### src/rtl/qsc_pkg.sv
// Shared types and helpers for the quadrature speed counter.
// Build option: define QSC_QUAD_EN for 4x quadrature decoding with signed counts;
// leave it undefined for unsigned counting of synchronised A rising edges only.
package qsc_pkg;

`ifdef QSC_QUAD_EN
    localparam bit QUAD_EN = 1'b1;
`else
    localparam bit QUAD_EN = 1'b0;
`endif

    // Quadrature state as {A, B}; forward (A leads B) walks 00 -> 10 -> 11 -> 01 -> 00
    typedef enum logic [1:0] {
        QS_00 = 2'b00,
        QS_10 = 2'b10,
        QS_11 = 2'b11,
        QS_01 = 2'b01
    } qstate_e;

    // Per-cycle accumulator action produced by the decoder
    typedef enum logic [1:0] {
        INC_NONE = 2'd0,
        INC_UP   = 2'd1,
        INC_DN   = 2'd2,
        INC_ERR  = 2'd3
    } inc_e;

    // Next state in the forward direction
    function automatic qstate_e qs_fwd(qstate_e s);
        case (s)
            QS_00:   return QS_10;
            QS_10:   return QS_11;
            QS_11:   return QS_01;
            default: return QS_00;
        endcase
    endfunction

    // Largest accumulator value for a count width w (signed when quadrature is enabled)
    function automatic logic [31:0] sat_max(int unsigned w);
        logic [32:0] one;
        one = 33'd1;
        if (QUAD_EN) return 32'((one << (w - 1)) - 33'd1);
        else         return 32'((one << w) - 33'd1);
    endfunction

    // Smallest accumulator value for a count width w, as a w-bit pattern
    function automatic logic [31:0] sat_min(int unsigned w);
        logic [32:0] one;
        one = 33'd1;
        if (QUAD_EN) return 32'(one << (w - 1));
        else         return 32'd0;
    endfunction

endpackage

### src/rtl/qsc_channel.sv
// One encoder channel: synchroniser, transition decoder, saturating accumulator and
// sticky overflow/error flags. Build option QSC_QUAD_EN selects 4x quadrature decoding.
// The o_*_nxt outputs already include this cycle's event so the top can latch them
// directly in the terminal cycle of a window; i_clear restarts the channel afterwards.
module qsc_channel
    import qsc_pkg::*;
#(
    parameter int unsigned CNT_W = 16
) (
    input  logic             i_clk,
    input  logic             i_rst,
    input  logic             i_enc_a,
    input  logic             i_enc_b,
    input  logic             i_clear,
    output logic [CNT_W-1:0] o_acc_nxt,
    output logic             o_ovf_nxt,
    output logic             o_err_nxt
);

    localparam logic [31:0]      MAX32   = sat_max(CNT_W);
    localparam logic [31:0]      MIN32   = sat_min(CNT_W);
    localparam logic [CNT_W-1:0] LIM_MAX = MAX32[CNT_W-1:0];
    localparam logic [CNT_W-1:0] LIM_MIN = MIN32[CNT_W-1:0];

    inc_e             w_inc;
    inc_e             r_inc;
    logic [CNT_W-1:0] r_acc;
    logic [CNT_W-1:0] w_acc_nxt;
    logic             r_ovf;
    logic             r_err;
    logic             w_sat;
    logic             w_err_ev;

`ifdef QSC_QUAD_EN
    logic [1:0] r_s1;
    logic [1:0] r_s2;
    logic [1:0] r_h;

    // Two-flop synchroniser for {A, B} followed by the history flop
    always_ff @(posedge i_clk or posedge i_rst) begin
        if (i_rst) begin
            r_s1 <= 2'b00;
            r_s2 <= 2'b00;
            r_h  <= 2'b00;
        end else begin
            r_s1 <= {i_enc_a, i_enc_b};
            r_s2 <= r_s1;
            r_h  <= r_s2;
        end
    end

    // Decode history -> current: one bit changed is a step, both changed is illegal
    always_comb begin
        w_inc = INC_NONE;
        if (r_s2 == r_h) begin
            w_inc = INC_NONE;
        end else if ((r_s2 ^ r_h) == 2'b11) begin
            w_inc = INC_ERR;
        end else if (r_s2 == qs_fwd(qstate_e'(r_h))) begin
            w_inc = INC_UP;
        end else begin
            w_inc = INC_DN;
        end
    end
`else
    logic r_s1;
    logic r_s2;
    logic r_h;
    logic w_unused_b;

    assign w_unused_b = i_enc_b;

    // Two-flop synchroniser for A followed by the history flop
    always_ff @(posedge i_clk or posedge i_rst) begin
        if (i_rst) begin
            r_s1 <= 1'b0;
            r_s2 <= 1'b0;
            r_h  <= 1'b0;
        end else begin
            r_s1 <= i_enc_a;
            r_s2 <= r_s1;
            r_h  <= r_s2;
        end
    end

    // Count rising edges of synchronised A only
    always_comb begin
        w_inc = INC_NONE;
        if (r_s2 && !r_h) w_inc = INC_UP;
    end
`endif

    // Apply this cycle's increment with saturation, and collect the flag events
    always_comb begin
        w_acc_nxt = r_acc;
        w_sat     = 1'b0;
        w_err_ev  = 1'b0;
        unique case (r_inc)
            INC_UP: begin
                if (r_acc == LIM_MAX) w_sat = 1'b1;
                else                  w_acc_nxt = r_acc + CNT_W'(1);
            end
            INC_DN: begin
                if (r_acc == LIM_MIN) w_sat = 1'b1;
                else                  w_acc_nxt = r_acc - CNT_W'(1);
            end
            INC_ERR: w_err_ev = 1'b1;
            default: ;
        endcase
    end

    // Registered increment (sets the 3-cycle input-to-count latency), accumulator, flags
    always_ff @(posedge i_clk or posedge i_rst) begin
        if (i_rst) begin
            r_inc <= INC_NONE;
            r_acc <= '0;
            r_ovf <= 1'b0;
            r_err <= 1'b0;
        end else begin
            r_inc <= w_inc;
            if (i_clear) begin
                r_acc <= '0;
                r_ovf <= 1'b0;
                r_err <= 1'b0;
            end else begin
                r_acc <= w_acc_nxt;
                r_ovf <= r_ovf | w_sat;
                r_err <= r_err | w_err_ev;
            end
        end
    end

    assign o_acc_nxt = w_acc_nxt;
    assign o_ovf_nxt = r_ovf | w_sat;
    assign o_err_nxt = r_err | w_err_ev;

endmodule

### src/rtl/quad_speed_counter.sv
// Multi-channel encoder speed counter: counts encoder transitions over a fixed window of
// WIN_CYCLES clocks and publishes the per-channel count with overflow/error flags.
// Build option QSC_QUAD_EN: 4x quadrature decoding with signed speed; otherwise unsigned
// counting of A rising edges with err held at 0.
module quad_speed_counter
    import qsc_pkg::*;
#(
    parameter int unsigned N_CH       = 2,
    parameter int unsigned CNT_W      = 16,
    parameter int unsigned WIN_CYCLES = 200000
) (
    input  logic                  CLK,
    input  logic                  RST,
    input  logic [N_CH-1:0]       enc_a,
    input  logic [N_CH-1:0]       enc_b,
    output logic [N_CH*CNT_W-1:0] speed,
    output logic [N_CH-1:0]       ovf,
    output logic [N_CH-1:0]       err,
    output logic                  sample_valid
);

    localparam int unsigned      WIN_W    = $clog2(WIN_CYCLES);
    localparam logic [WIN_W-1:0] WIN_LAST = WIN_W'(WIN_CYCLES - 1);

    logic                  r_run;
    logic [WIN_W-1:0]      r_win;
    logic                  w_term;
    logic [N_CH*CNT_W-1:0] w_acc_nxt;
    logic [N_CH-1:0]       w_ovf_nxt;
    logic [N_CH-1:0]       w_err_nxt;
    logic [N_CH*CNT_W-1:0] r_speed;
    logic [N_CH-1:0]       r_ovf;
    logic [N_CH-1:0]       r_err;
    logic                  r_valid;

    assign w_term = r_run && (r_win == WIN_LAST);

    // Shared window counter; r_run holds it at 0 for the first cycle after reset release
    always_ff @(posedge CLK or posedge RST) begin
        if (RST) begin
            r_run <= 1'b0;
            r_win <= '0;
        end else begin
            r_run <= 1'b1;
            if (r_run) r_win <= w_term ? '0 : r_win + WIN_W'(1);
        end
    end

    for (genvar g = 0; g < N_CH; g++) begin : g_ch
        qsc_channel #(
            .CNT_W (CNT_W)
        ) u_ch (
            .i_clk     (CLK),
            .i_rst     (RST),
            .i_enc_a   (enc_a[g]),
            .i_enc_b   (enc_b[g]),
            .i_clear   (w_term),
            .o_acc_nxt (w_acc_nxt[g*CNT_W +: CNT_W]),
            .o_ovf_nxt (w_ovf_nxt[g]),
            .o_err_nxt (w_err_nxt[g])
        );
    end

    // Latch the closing window's results in the terminal cycle; hold them otherwise
    always_ff @(posedge CLK or posedge RST) begin
        if (RST) begin
            r_speed <= '0;
            r_ovf   <= '0;
            r_err   <= '0;
            r_valid <= 1'b0;
        end else begin
            r_valid <= w_term;
            if (w_term) begin
                r_speed <= w_acc_nxt;
                r_ovf   <= w_ovf_nxt;
                r_err   <= w_err_nxt;
            end
        end
    end

    assign speed        = r_speed;
    assign ovf          = r_ovf;
    assign err          = r_err;
    assign sample_valid = r_valid;

endmodule

### config.mk
export PLATFORM = sky130hd
export DESIGN_NAME = quad_speed_counter
export DESIGN_NICKNAME = d
export VERILOG_FILES = /design/src/rtl/qsc_pkg.sv /design/src/rtl/qsc_channel.sv /design/src/rtl/quad_speed_counter.sv
export SDC_FILE = /design/constraint.sdc
export NUM_CORES = 1
export LEC_CHECK = 0
export CAP_MARGIN = 5
export CORE_MARGIN = 2
export CORE_UTILIZATION = 30
export DETAILED_ROUTE_END_ITERATION = 7
export SYNTH_ARGS = -nofsm -noshare
export SYNTH_HDL_FRONTEND = slang
export SYNTH_SLANG_ARGS = --single-unit
### constraint.sdc
create_clock -name CLK -period 6.95 [get_ports CLK]
set_input_delay 1.7375 -clock CLK [delete_from_list [all_inputs] [get_ports CLK]]
set_output_delay 1.7375 -clock CLK [all_outputs]
set_load 0.1 [all_outputs]
Yosys cells after proc, flatten, opt, wreduce, memory -nomap -nowiden
Cells that the tools add are included.
{"block": "word_totals", "output_inout_bits": 37, "ff_bits": 100, "inputBits": 6, "wordCells": 68}
{"block": "op_classes", "muxes": 23, "addsub": 5, "bitwise": 4, "eq_ne": 9, "n_reduce_logical": 7}
{"operator": "16-bit two-way mux", "count": 6}
{"operator": "16-bit case mux with 2 select lines", "count": 2}
{"operator": "16-bit by 1-bit adder with 16-bit output, second input constant", "count": 2}
{"operator": "16-bit == test, second input constant", "count": 2}
{"operator": "16-bit logical NOT", "count": 2}
{"operator": "16-bit by 1-bit subtractor with 16-bit output, second input constant", "count": 2}
{"operator": "18-bit by 1-bit adder with 18-bit output, second input constant", "count": 1}
{"operator": "18-bit == test, second input constant", "count": 1}
{"operator": "18-bit two-way mux", "count": 1}
{"operator": "1-bit two-way mux", "count": 12}
{"operator": "1-bit by 2-bit == test with 1-bit output, second input constant", "count": 4}
{"operator": "1-bit OR", "count": 4}
{"operator": "1-bit case mux with 2 select lines", "count": 2}
{"operator": "1-bit logical AND", "count": 3}
{"operator": "1-bit == test, second input constant", "count": 2}
{"operator": "1-bit logical NOT", "count": 2}

Depth between registers and ports, before layout
{"block": "logic_depth", "ltp_word": 5, "depth_mapped": 8, "depth_no_buf": 7}

Hierarchy
From an unflattened synthesis, not the netlist that was laid out.
{"block": "unflattened", "cells_unflattened": 408, "area_unflattened_um2": 4942.2}
{"mod": "quad_speed_counter", "seq_area_each_um2": 1401.3, "cells_per_inst": 164, "instances": 1, "area_per_inst_um2": 2469.9}
{"mod": "qsc_channel (g_ch[0].u_ch)", "seq_area_each_um2": 525.5, "cells_per_inst": 122, "instances": 1, "area_per_inst_um2": 1266.2}
{"mod": "qsc_channel (g_ch[1].u_ch)", "seq_area_each_um2": 525.5, "cells_per_inst": 122, "instances": 1, "area_per_inst_um2": 1206.2}

Worst setup path before layout
OpenSTA, ideal clock, no wires.
{"block": "synth_path", "path_kind": "reg-to-output", "from": "reg r_speed[31], in the netlist speed[31]", "to": "out speed[31]", "path_buffers": 0, "arrival_time_ns": 0.898, "path_stages_with_launch": 1, "slack_ns": 4.315, "required_time_ns": 5.213, "cell_sequence": "dfrtp_1"}
{"element": "start: declaration", "line_no": "quad_speed_counter.sv:31", "source": "logic [N_CH*CNT_W-1:0] r_speed;"}
{"element": "start signal: assignment", "line_no": "quad_speed_counter.sv:74", "source": "r_speed <= w_acc_nxt;"}
{"element": "end: declaration", "line_no": "quad_speed_counter.sv:16", "source": "output logic [N_CH*CNT_W-1:0] speed,"}
No word-level cell between the ends.

Worst setup path after layout
{"block": "layout_path", "from": "reg r_speed[18], in the netlist speed[18]", "to": "out speed[18]"}
No word-level cell between the ends.

==> results.py <==
metrics = {
    "placed_design": {
        "dp.final_hpwl_mm": 5.25,
        "dp.cells": 615,
        "gp_congestion": 0.847,
        "io_buffers": 38,
    },
    "worst_setup_path": {
        "r2r_start": "r_win[0]",
        "reg2reg_depth": 7,
        "worst_ep_required_time_ns": 5.21,
        "start_kind": "flip-flop",
        "regToRegSetupSlack_ns": 4.49,
        "crit_cells": 1,
        "crit_path_cell_trace": "clkdlybuf4s50_1",
        "critPathCapture": "speed[18]",
        "cp_top_family": "buffers and inverters",
        "r2r-end": "speed[15]",
        "critPathBufInv": 1,
        "cp.arrival_ns": 1.87,
        "path_max_fanout": 2,
        "startpoint": "speed[18]",
        "end_kind": "output pin",
        "critical_path.slowest_cell": "clkdlybuf4s50_1",
        "critPathKind": "flip-flop to output pin",
        "critPathMaxStageDelay_ns": 1.15,
    },
    "timing": {
        "rsz0062_at_grt": "no",
        "relSlewSlack_pct": 34.1,
        "fin_crit_ns": 3.61,
        "fmax_mhz": 277,
        "report.final.slew_viol_count": 0,
        "hold_viol": 0,
        "fin_crit_sh_pct": 52.0,
        "setup_tns_ns": 0,
        "setup_viol": 0,
        "finClkSkew_ns": 0.0104,
        "tightest_slew_ns": 0.985,
    },
    "final_layout": {
        "diodes": 0,
        "fillers": 1391,
        "area_delta_synth_final_pct": 19.9,
        "post-route-util_pct": 36.3,
        "layout_common_cells": "dfrtp_1, nand2_1, nor2_1",
        "regArea_sq_um": 2400,
        "multi_input_area_sq_um": 1650,
        "fin_cells": 631,
        "final_common_cell": "dfrtp_1",
        "drive_above_1_share_pct": 6.21,
        "nNetsFinal": 455,
    },
    "floorplan": {
        "core_area_sq_um": 13700,
        "die_h_um": 122,
        "die-area_sq_um": 14800,
        "row_count": 43,
        "initial_core_util_pct": 30.3,
        "die-width_um": 122,
        "io_pins": 43,
    },
    "drt": {
        "drc": 0,
        "drt_first_pass_iters": 4,
        "num_vias": 2952,
        "wl_per_cell_um": 12.5,
        "drt_iter0_markers": 137,
        "drtAntennaViolNets": 0,
        "vias_per_cell": 4.68,
        "drt_wl_total_mm": 7.88,
    },
    "clocking": {
        "cts_tree": "done",
        "clock_sinks": 96,
        "cts_buffers": 9,
        "clock_path_buffers": 2,
        "clk_pin_slew_ns": 0.07,
        "ctsHtreeMaxLevel": 3,
        "post_cts_buffers": 0,
        "ctsResizeCount": 0,
        "cts_root_buf": "clkbuf_16",
        "postCtsHoldBufs": 0,
        "worstSkewPairLatency_ns": 0.35,
    },
    "synth": {
        "synthFlopType": "dfrtp_1",
        "yosysWarningCount": 0,
        "ys_seq_elements": 96,
        "synthArstFlopShare_pct": 100,
        "netlist_instances": 409,
        "synthTopCellsByArea": "dfrtp_1, nand2_1, nor2_1, o21ai_0, xor2_1",
        "syn_area_per_cell_sq_um": 10.2,
        "synthesis.area_sq_um": 4160,
        "synth_top_cell_by_area": "dfrtp_1",
        "synth_top_area_share_pct": 57.8,
        "seq_area_frac_synth_pct": 57.8,
        "ys_types": 42,
        "synth_edf_count": 0,
    },
    "worst_hold_path": {
        "min_path_cells": 0,
        "hp-class": "flip-flop to flip-flop",
    },
    "global_route": {
        "grt_pass1_wl_mm": 13.7,
        "grt_start_max_net_pins": 71,
        "grt_antenna_before_repair": 0,
        "gr-total-overflow": 0,
        "grt_usage_pct": 11.7,
        "grt_pass1_vias": 2933,
    },
    "power": {
        "seq_power_share_pct": 52.2,
        "p_int_w": 0.000916,
        "ir_drop_mv": 0.123,
        "switching_share_pct": 28.4,
        "power_density_nw_per_um2": 257,
        "leakage_nw": 2.14,
        "p_switching_w": 0.000364,
        "clkPwrFrac_pct": 37.2,
        "combPwrFrac_pct": 10.6,
    },
    "status": {
        "status": "completed",
    },
    "run": {
        "max_cap_viol_count": 0,
    },
}
## power by group through the flow
stage	combinational (W)	sequential, W	clock [W]
after CTS	0.000138	0.000668	0.000493
after detailed placement	0.000137	0.000678	0
after global routing	0.000159	0.000677	0.000516
after global placement	0.000134	0.000676	0
after floorplan	0.000113	0.000662	0
final	0.000136	0.000668	0.000476
## cell usage after synthesis (all sizes together) (4+ instances only)
library cell,count
dfrtp,96
nand2,60
nor2,56
o21ai,39
nand3,20
nand4,19
xor2,15
xnor2,14
buf,12
nor3,12
mux2i,9
inv,7
a21oi,6
nor4,5
and3,4
and4,4
## metrics by stage
stage	hold slack (ns)	setup slack, ns	area, sq um	total power, W
detailed placement	0.340	3.55	4700	0.000815
CTS	0.366	3.31	4980	0.00130
global placement	0.336	3.59	4700	0.000810
finish	0.360	3.34	4980	0.00128
global route	0.373	3.27	4980	0.00135
floorplan	0.331	2.71	4160	0.000775
## state kept, by name (all words and copies together) (netlist names)
register and flops:
g_ch.u_ch.r_ovf 2, ovf 2, g_ch.u_ch.r_s2 2, g_ch.u_ch.r_inc 2, speed 32, g_ch.u_ch.r_acc 32, g_ch.u_ch.r_h 2, r_run 1
r_win 18, g_ch.u_ch.r_s1 2, sample_valid 1
## routing by layer
layer  global-route usage [%]  up-vias  share of wire [%]
met2                     18.0       38                 44
met3                     3.46       10                3.7
li1                         -     1488                  -
met1                     15.5     1416                 51
met4                     4.53        0                1.7
met5                        0        -                  0
## worst min path at each step
stage                                  from                 to
after detailed placement  g_ch[0].u_ch.r_s1  g_ch[0].u_ch.r_s2
after global placement    g_ch[1].u_ch.r_s1  g_ch[1].u_ch.r_s2
final                     g_ch[1].u_ch.r_s1  g_ch[1].u_ch.r_s2
after CTS                 g_ch[0].u_ch.r_s1  g_ch[0].u_ch.r_s2
after floorplan           g_ch[0].u_ch.r_s1  g_ch[0].u_ch.r_s2
after global routing      g_ch[0].u_ch.r_s1  g_ch[0].u_ch.r_s2
## kinds of logic (layout without fill, tap and decap cells)
logic type	after synthesis	count (layout)	share of synthesized area [%]
compound gates	59	59	8.85
xor+xnor	29	29	6.11
fa+ha+maj	3	3	0.903
buf+inv	22	63	2.74
flops	96	96	57.8
mux	9	9	2.17
other cells	2	3	0.181
simple gates	189	189	21.3
## final cells by class
| class | count | area share [%] |
|---|---|---|
| clock buffer | 10 | 4.79 |
| clock inverter | 6 | 1.00 |
| inverter | 7 | 0.552 |
| multi-input combinational | 292 | 33.0 |
| sequential | 96 | 48.2 |
| tap | 180 | 4.52 |
| timing repair buffer | 40 | 7.93 |
Note: power is estimated with default switching activity, not from simulation.
